<file path="config.mk">
export PLATFORM = sky130hd
export DESIGN_NAME = min_window_stats_flat
export DESIGN_NICKNAME = d
export VERILOG_FILES = /design/src/rtl/min_window_stats_if.sv /design/src/rtl/min_window_stats.sv /design/src/flat_wrapper.sv
export SDC_FILE = /design/constraint.sdc
export NUM_CORES = 1
export LEC_CHECK = 0
export CORE_ASPECT_RATIO = 0.8
export CORE_MARGIN = 10
export CORE_UTILIZATION = 41
export CTS_CLUSTER_DIAMETER = 100
export DETAILED_ROUTE_END_ITERATION = 10
export GPL_TIMING_DRIVEN = 1
export SLEW_MARGIN = 20
export SYNTH_ARGS = -nofsm -noshare
export SYNTH_HDL_FRONTEND = slang
export SYNTH_SLANG_ARGS = --single-unit
</file>
<file path="constraint.sdc">
create_clock -name clk -period 2.7 [get_ports clk]
set_input_delay 0.405 -clock clk [delete_from_list [all_inputs] [get_ports clk]]
set_output_delay 0.405 -clock clk [all_outputs]
set_load 0.01 [all_outputs]
</file>
<file path="src/rtl/min_window_stats_if.sv">
// Sample/summary bundle between the min-tree consumer and its environment.
// The master drives samples and clear. The slave (min_window_stats) returns window summaries.
interface min_window_stats_if #(
  parameter int unsigned WIDTH = 8
);
  logic             in_valid;
  logic [WIDTH-1:0] d;
  logic             clear;
  logic             out_valid;
  logic [WIDTH-1:0] win_min;
  logic [WIDTH-1:0] win_max;
  logic [7:0]       win_idx;
  logic             alarm;

  modport master (
    output in_valid, d, clear,
    input  out_valid, win_min, win_max, win_idx, alarm
  );

  modport slave (
    input  in_valid, d, clear,
    output out_valid, win_min, win_max, win_idx, alarm
  );
endinterface

</file>
<file path="src/rtl/min_window_stats.sv">
// Windowed min/max/alarm reducer placed behind the 2-cycle three-input min tree.
// Every WIN accepted samples produce one registered summary with a single-cycle out_valid pulse.
module min_window_stats #(
  parameter int unsigned      WIDTH  = 8,
  parameter int unsigned      WIN    = 16,
  parameter logic [WIDTH-1:0] THRESH = WIDTH'(16)
) (
  input logic               clk,
  input logic               rst_n,
  min_window_stats_if.slave bus_io
);

  localparam logic [0:0] StEmpty = 1'b0;
  localparam logic [0:0] StAccum = 1'b1;
  localparam logic [7:0] LastCnt = 8'(WIN - 1);

  logic             v1_q, v1_d, v2_q, v2_d;
  logic [0:0]       state_q, state_d;
  logic [7:0]       cnt_q, cnt_d;
  logic [WIDTH-1:0] acc_min_q, acc_min_d, acc_max_q, acc_max_d;
  logic             out_valid_q, out_valid_d;
  logic [WIDTH-1:0] win_min_q, win_min_d, win_max_q, win_max_d;
  logic [7:0]       win_idx_q, win_idx_d;
  logic             alarm_q, alarm_d;
  logic             accept;
  logic [WIDTH-1:0] nxt_min, nxt_max;

  always_comb begin
    accept = v2_q & ~bus_io.clear;

    // The first sample of a window seeds both accumulators.
    if (state_q == StEmpty) begin
      nxt_min = bus_io.d;
      nxt_max = bus_io.d;
    end else begin
      nxt_min = (bus_io.d < acc_min_q) ? bus_io.d : acc_min_q;
      nxt_max = (bus_io.d > acc_max_q) ? bus_io.d : acc_max_q;
    end

    v1_d        = bus_io.in_valid & ~bus_io.clear;
    v2_d        = v1_q & ~bus_io.clear;
    state_d     = state_q;
    cnt_d       = cnt_q;
    acc_min_d   = acc_min_q;
    acc_max_d   = acc_max_q;
    out_valid_d = 1'b0;
    win_min_d   = win_min_q;
    win_max_d   = win_max_q;
    win_idx_d   = win_idx_q;
    alarm_d     = alarm_q;

    if (bus_io.clear) begin
      cnt_d   = 8'd0;
      state_d = StEmpty;
    end else if (accept) begin
      acc_min_d = nxt_min;
      acc_max_d = nxt_max;
      if (cnt_q == LastCnt) begin
        cnt_d       = 8'd0;
        state_d     = StEmpty;
        out_valid_d = 1'b1;
        win_min_d   = nxt_min;
        win_max_d   = nxt_max;
        win_idx_d   = win_idx_q + 8'd1;
        alarm_d     = (nxt_min < THRESH);
      end else begin
        cnt_d   = cnt_q + 8'd1;
        state_d = StAccum;
      end
    end
  end

  always_ff @(posedge clk or negedge rst_n) begin
    if (!rst_n) begin
      v1_q        <= 1'b0;
      v2_q        <= 1'b0;
      state_q     <= StEmpty;
      cnt_q       <= 8'd0;
      acc_min_q   <= '0;
      acc_max_q   <= '0;
      out_valid_q <= 1'b0;
      win_min_q   <= '0;
      win_max_q   <= '0;
      win_idx_q   <= 8'd0;
      alarm_q     <= 1'b0;
    end else begin
      v1_q        <= v1_d;
      v2_q        <= v2_d;
      state_q     <= state_d;
      cnt_q       <= cnt_d;
      acc_min_q   <= acc_min_d;
      acc_max_q   <= acc_max_d;
      out_valid_q <= out_valid_d;
      win_min_q   <= win_min_d;
      win_max_q   <= win_max_d;
      win_idx_q   <= win_idx_d;
      alarm_q     <= alarm_d;
    end
  end

  assign bus_io.out_valid = out_valid_q;
  assign bus_io.win_min   = win_min_q;
  assign bus_io.win_max   = win_max_q;
  assign bus_io.win_idx   = win_idx_q;
  assign bus_io.alarm     = alarm_q;

endmodule

</file>
<file path="src/flat_wrapper.sv">
// flat-port wrapper written by rule: the top's interface ports become plain ports
module min_window_stats_flat 
#(
  parameter int unsigned      WIDTH  = 8,
  parameter int unsigned      WIN    = 16,
  parameter logic [WIDTH-1:0] THRESH = WIDTH'(16)
)
  (clk, rst_n, bus_io_in_valid, bus_io_d, bus_io_clear, bus_io_out_valid, bus_io_win_min, bus_io_win_max, bus_io_win_idx, bus_io_alarm);
  min_window_stats_if #(.WIDTH(WIDTH)) bus_io_i ();
  input logic clk;
  input logic rst_n;
  input wire logic [$bits(bus_io_i.in_valid)-1:0] bus_io_in_valid;
  input wire logic [$bits(bus_io_i.d)-1:0] bus_io_d;
  input wire logic [$bits(bus_io_i.clear)-1:0] bus_io_clear;
  output wire logic [$bits(bus_io_i.out_valid)-1:0] bus_io_out_valid;
  output wire logic [$bits(bus_io_i.win_min)-1:0] bus_io_win_min;
  output wire logic [$bits(bus_io_i.win_max)-1:0] bus_io_win_max;
  output wire logic [$bits(bus_io_i.win_idx)-1:0] bus_io_win_idx;
  output wire logic [$bits(bus_io_i.alarm)-1:0] bus_io_alarm;
  assign bus_io_i.in_valid = bus_io_in_valid;
  assign bus_io_i.d = bus_io_d;
  assign bus_io_i.clear = bus_io_clear;
  assign bus_io_out_valid = bus_io_i.out_valid;
  assign bus_io_win_min = bus_io_i.win_min;
  assign bus_io_win_max = bus_io_i.win_max;
  assign bus_io_win_idx = bus_io_i.win_idx;
  assign bus_io_alarm = bus_io_i.alarm;
  min_window_stats #(.WIDTH(WIDTH), .WIN(WIN), .THRESH(THRESH)) u_core (.clk(clk), .rst_n(rst_n), .bus_io(bus_io_i));
endmodule
</file>
==> results of run 1 <==
[state kept, by name, indices dropped and copies added, names as in the netlist]
name / cells
u_core.v1_q: 1
u_core.v2_q: 1
u_core.bus_io.alarm: 1
u_core.acc_max_q: 8
u_core.bus_io.win_max: 8
u_core.state_q: 1
u_core.acc_min_q: 8
u_core.bus_io.win_min: 8
u_core.bus_io.out_valid: 1
u_core.cnt_q: 8
u_core.bus_io.win_idx: 8
[worst reg2reg max path: cells and delay by family (launching register included)]
family	cells	cell delay, ns
AOI/OAI and AO/OA	2	0.38
and+or+nand+nor	2	0.75
DFF	1	0.37
muxes	1	0.41
buffers and inverters	1	0.05
adders and majority gates	1	0.29
[per-layer routing]
layer	wire, microns	share of wire (%)
met5	0	0
met4	66	1.1
met1	3200	53
met3	281	4.6
met2	2500	41
[final timing paths]
check	to	cells past startpoint	start	slack, ns
setup / recovery	u_core.acc_min_q[1]	8	bus_io_d[7]	0.13
hold / removal	u_core.bus_io.out_valid	1	rst_n	0.10
setup reg to reg	u_core.acc_max_q[4]	7	u_core.acc_max_q[2]	0.34
hold reg to reg	u_core.bus_io.win_idx[7]	1	u_core.bus_io.win_idx[7]	0.47
max in group asynchronous	u_core.cnt_q[3]	2	rst_n	2.03
min in group clk	u_core.bus_io.win_idx[7]	1	u_core.bus_io.win_idx[7]	0.47
[stage by stage]
step / hold slack (ns) / utilization (%) / instance area [sq um] / TNS (ns)
global placement: 0.447 / 51.5 / 3280 / -2.55
CTS: 0.109 / 53.3 / 3400 / 0
detailed placement: 0.445 / 51.5 / 3280 / -2.61
finish: 0.102 / 53.3 / 3400 / 0
floorplan: 0.109 / - / 2690 / 0
global route: 0.142 / 53.3 / 3400 / 0
[cells in the final DEF (no fill, tap or decap), drive strengths merged, types with 4 or more instances in the layout]
cell and count:
a21oi 9, and3 4, buf 23, clkbuf 7, clkdlybuf4s50 36, dfrtp 53, ha 17, inv 19
mux2 16, mux2i 9, nand2 21, nand3 12, nand4 15, nor2 19, nor2b 4, o211ai 9
o21ai 5, xnor2 8
[final cells by class]
class,count,area (sq um),share of cell area (%)
Clock buffer,7,86.3,2.54
Clock inverter,1,30.0,0.883
Inverter,19,71.3,2.10
Multi-Input combinational cell,171,1240,36.4
Sequential cell,53,1330,39.0
Tap cell,84,105,3.09
Timing Repair Buffer,59,543,16.0
[cells by family after synthesis]
family / after synthesis
AND/OR/NAND/NOR: 83
flip-flops: 53
AO/OA/AOI/OAI: 36
buffers and inverters: 29
multiplexers: 25
adder cells (fa/ha/maj): 17
XOR/XNOR: 10
[power by group through the flow]
stage	Combinational, uW	Clock [uW]	Sequential (uW)
finish	301	559	899
floorplan	186	0	901
CTS	306	576	899
global route	343	612	910
global placement	296	0	912
detailed placement	302	0	915
==> results.py, run 1 <==
metrics = {
    "sta": {
        "period_needed_ns": 2.57,
        "fin_crit_sh_pct": 95.2,
        "final.setup_skew_ns": 0.00803,
        "fmax_mhz": 389,
        "grt_setup_unrepaired": "no",
        "worst_slack_ns": 0.131,
        "max_slew_margin_pct": 55.8,
        "finalHoldViolations": 0,
        "slew_viol_final": 0,
        "setup_viol": 0,
        "tightest_slew_ns": 0.659,
    },
    "worst_setup_path": {
        "cp.arrival_ns": 2.76,
        "path_class": "primary input to flip-flop",
        "worstPathRequired_ns": 2.89,
        "cp_cell_sequence": "clkdlybuf4s50_1 > ha_1 > and3_1 > a221o_1 > a22oi_1 > nor2b_1 > buf_4 > mux2_2",
        "cp_num_buf_inv": 2,
        "cp-end-kind": "flip-flop",
        "cp-start-kind": "primary input",
        "crit_slowest_cell": "clkdlybuf4s50_1",
        "critical-path-top-delay-family": "buffers and inverters",
        "critPathMaxFanout": 8,
        "critPathMaxStageDelay_ns": 0.53,
    },
    "yosys": {
        "seq_area_frac_synth_pct": 49.3,
        "yosys-top-cells-area": "dfrtp_1, ha_1, mux2_2",
        "synth_nets": 282,
        "yosys.area.top_type": "dfrtp_1",
        "synth_top_area_share_pct": 49.3,
        "synth_seq_cells": 53,
        "synth.avg_cell_area_sq_um": 10.6,
        "synth_ff_type": "dfrtp_1",
        "synth_compound_area_share_pct": 9.39,
        "synth_top_family_by_area": "simple AND/OR/NAND/NOR gates",
        "synth_cell_types": 40,
        "synthMuxAreaShare_pct": 10.0,
        "synth.most_common_cell": "dfrtp_1",
        "synth_common_cells": "dfrtp_1, nand2_1, nor2_1, inv_1, ha_1",
        "synth_warnings": 0,
        "synthArstFlopShare_pct": 100,
        "synth_edf_count": 0,
        "netlist_area_sq_um": 2690,
        "synth-xor-area-share_pct": 3.25,
        "netlist_instances": 253,
        "synth_fa_ha_area_share_pct": 7.90,
        "yosys.area_share.simple_pct": 15.4,
    },
    "die": {
        "die_w_microns": 111,
        "ios": 38,
        "rows": 26,
        "dieArea_sq_um": 10200,
        "die_h_microns": 92.5,
        "core_area_sq_um": 6380,
        "start_util_pct": 42.2,
    },
    "detailed_routing": {
        "antenna_left": 0,
        "drtPass1Iterations": 4,
        "drtIter0Drc": 50,
        "wl_per_cell_microns": 15.3,
        "routed_wirelength_microns": 6050,
        "routed_via_density": 5.15,
        "drc": 0,
        "num_vias": 2029,
    },
    "power_and_ir_drop": {
        "p_switching_uw": 449,
        "power_density_nw_per_um2": 517,
        "leakagePower_uw": 0.00162,
        "comb_power_share_pct": 17.1,
        "total_power_uw": 1760,
        "irDropWorstVdd_uv": 301,
        "p_int_uw": 1310,
        "power_frac_seq_pct": 51.1,
        "clkPwrFrac_pct": 31.8,
        "switching_share_pct": 25.5,
    },
    "layout": {
        "drive_gt1_share_pct": 16.1,
        "num-nets-final": 338,
        "finalNonFillerCells": 394,
        "antenna_cells": 0,
        "syn_to_final_growth_pct": 26.3,
        "fill_cells": 615,
    },
    "grt": {
        "met3_usage_pct": 2.58,
        "grt_pass1_wl_microns": 10500,
        "antenna_found_initial": 0,
        "use_met1_pct": 17.4,
        "grt.total_usage_pct": 12.2,
        "gr-max-usage-layer": "met2",
        "grt_pass1_vias": 2057,
        "grt_start_max_net_pins": 35,
        "grt_overflow": 0,
        "grtUsageMet2_pct": 18.0,
    },
    "clocking": {
        "cts_root_buffer": "clkbuf_8",
        "cts_tree": "yes",
        "htreeDepth": 2,
        "numCtsBuffers": 5,
        "worstSkewPairLatency_ns": 0.31,
        "ctsHoldBuffers": 0,
        "clock_path_buffers": 2,
        "cts_setup_buffers": 0,
        "cts.repair.resized": 0,
        "cts.sink_count": 53,
        "cts.reportedPaths.clkPinSlew_ns": 0.09,
    },
    "worst_hold_path": {
        "min_path_type": "primary input to asynchronous set/reset pin",
    },
    "placed_design": {
        "place_inst": 386,
        "dp_slack_ns": -0.184,
        "dp_hpwl_microns": 4540,
        "gp_congestion": 0.808,
        "io_buffers": 37,
    },
    "status": {
        "status": "completed",
    },
    "run": {
        "maxCapViolations": 0,
    },
}
Note: power is estimated with default switching activity, not from simulation.
==> run 2: changes to the inputs <==
PLACE_DENSITY = 0.75   (was default)
==> run 2 against run 1 <==
Compared with the run above: register-to-register slack lost 0.09 ns; design area shrank 0.22%; count of clock-buffer cells in the layout is the same; largest power group unchanged; largest cell class unchanged; setup slack lost 0.032 ns; routed wire length grew 4.8%; maximum frequency shrank 1.2%; first-iteration DRC count grew 110%; clock skew grew 0.0022 ns.
==> results.py, run 2 (synthesis gave the netlist of run 1 again) <==
metrics = {
    "status": {
        "status": "completed",
    },
    "power_and_ir_drop": {
        "irDropWorstVdd_uv": 320,
        "leakagePower_uw": 0.00162,
        "switching_share_pct": 25.9,
        "p_int_uw": 1310,
        "p_switching_uw": 460,
        "power_frac_seq_pct": 51.0,
        "clkPwrFrac_pct": 31.2,
        "power_density_nw_per_um2": 522,
        "comb_power_share_pct": 17.8,
    },
    "die": {
        "die_w_microns": 111,
        "start_util_pct": 42.2,
        "ios": 38,
        "core_area_sq_um": 6380,
        "die_h_microns": 92.5,
        "rows": 26,
        "dieArea_sq_um": 10200,
    },
    "detailed_routing": {
        "routed_wirelength_microns": 6330,
        "antenna_left": 0,
        "wl_per_cell_microns": 16.1,
        "num_vias": 2119,
        "routed_via_density": 5.39,
        "drtPass1Iterations": 4,
        "drtIter0Drc": 104,
        "drc": 0,
    },
    "layout": {
        "fin_util_pct": 53.2,
        "final_cell_mix": "dfrtp_1, clkdlybuf4s50_1, nand2_1",
        "drive_gt1_share_pct": 15.9,
        "num-nets-final": 337,
        "antenna_cells": 0,
        "ff_latch_area_sq_um": 1330,
        "fill_cells": 603,
        "syn_to_final_growth_pct": 26.0,
        "final_common_cell": "dfrtp_1",
        "design_area_sq_um": 3390,
        "multi_input_area_sq_um": 1240,
    },
    "worst_setup_path": {
        "cp_num_buf_inv": 1,
        "worstPathRequired_ns": 2.89,
        "crit_slowest_cell": "nor3_2",
        "cp-start-kind": "primary input",
        "critPathMaxFanout": 8,
        "cp-end-kind": "flip-flop",
        "path_class": "primary input to flip-flop",
        "cp_cell_sequence": "clkdlybuf4s50_1 > ha_1 > nand4_1 > o2111a_1 > nor3_2 > mux2_2",
        "cp.arrival_ns": 2.79,
        "critical-path-top-delay-family": "simple AND/OR/NAND/NOR gates",
        "critPathMaxStageDelay_ns": 0.57,
    },
    "sta": {
        "tightest_slew_ns": 0.738,
        "setup_viol": 0,
        "period_needed_ns": 2.60,
        "hold_slack_ns": 0.0796,
        "setup_tns_ns": 0,
        "fin_crit_sh_pct": 96.3,
        "grt_setup_unrepaired": "no",
        "max_slew_margin_pct": 50.1,
        "final.setup_skew_ns": 0.0103,
        "fmax_mhz": 384,
        "finalHoldViolations": 0,
        "slew_viol_final": 0,
    },
    "placed_design": {
        "io_buffers": 37,
        "dp_hpwl_microns": 4670,
        "gp_congestion": 0.789,
        "detailed_place.area_sq_um": 3280,
    },
    "clocking": {
        "ctsHoldBuffers": 0,
        "cts.sink_count": 53,
        "htreeDepth": 2,
        "cts.reportedPaths.clkPinSlew_ns": 0.09,
        "cts_root_buffer": "clkbuf_8",
        "numCtsBuffers": 5,
        "cts_tree": "yes",
        "cts_setup_buffers": 0,
        "worstSkewPairLatency_ns": 0.31,
        "clock_path_buffers": 2,
        "cts.repair.resized": 0,
    },
    "grt": {
        "grt_start_max_net_pins": 54,
        "antenna_found_initial": 0,
        "grt_pass1_vias": 2184,
        "grt.total_usage_pct": 12.4,
        "grt_overflow": 0,
        "grt_pass1_wl_microns": 10800,
    },
    "run": {
        "maxCapViolations": 0,
    },
    "worst_hold_path": {
        "min_path_type": "primary input to asynchronous set/reset pin",
    },
}
## run 2: path summary, 6_finish.rpt
check,start,endpoint,slack [ns],cells past startpoint
worst max-delay path,bus_io_d[7],u_core.acc_max_q[0],0.1,6
worst min-delay path,rst_n,u_core.bus_io.win_min[1],0.08,2
worst max register to register,u_core.acc_max_q[2],u_core.acc_max_q[0],0.25,7
worst min register to register,u_core.v1_q,u_core.v2_q,0.47,1
max in group asynchronous,rst_n,u_core.acc_max_q[3],2.39,2
min in group clk,u_core.v1_q,u_core.v2_q,0.47,1
## run 2: worst register-to-register path, stage by stage, from the launching register on
cell and delay (ns):
dfrtp_1 0.39, inv_1 0.05, ha_1 0.31, and3_1 0.19
a221oi_1 0.12, o2111a_1 0.31, nor3_2 0.57, mux2_2 0.41
## run 2: per-stage QoR
| step | worst slack, ns | std cells | power [uW] |
|---|---|---|---|
| 4_1_cts | 0.153 | 393 | 1790 |
| 5_1_grt | 0.0314 | 393 | 1860 |
| 2_1_floorplan | 0.474 | 253 | 1090 |
| 3_5_place_dp | -0.160 | 385 | 1230 |
| 3_3_place_gp | -0.117 | 385 | 1200 |
| 6_report | 0.0991 | 393 | 1770 |
## run 2: area by class of cell
| class | count | area share (%) |
|---|---|---|
| sequential | 53 | 39.1 |
| timing repair buffer | 58 | 15.8 |
| clock buffer | 7 | 2.54 |
| clock inverter | 1 | 0.885 |
| multi-input combinational | 171 | 36.5 |
| tap | 84 | 3.10 |
| inverter | 19 | 2.10 |
## run 2: power by group through the flow
stage / Sequential, uW / Combinational [uW] / Clock (uW)
after floorplan: 901 / 186 / 0
after CTS: 902 / 315 / 571
after global routing: 912 / 352 / 601
after detailed placement: 918 / 309 / 0
after global placement: 914 / 289 / 0
final: 904 / 315 / 553
## run 2: metal layers
metal	wire, microns	track usage [%]
met5	0	0
met4	87	4.00
met3	287	2.90
met2	3090	21.6
met1	2870	14.7
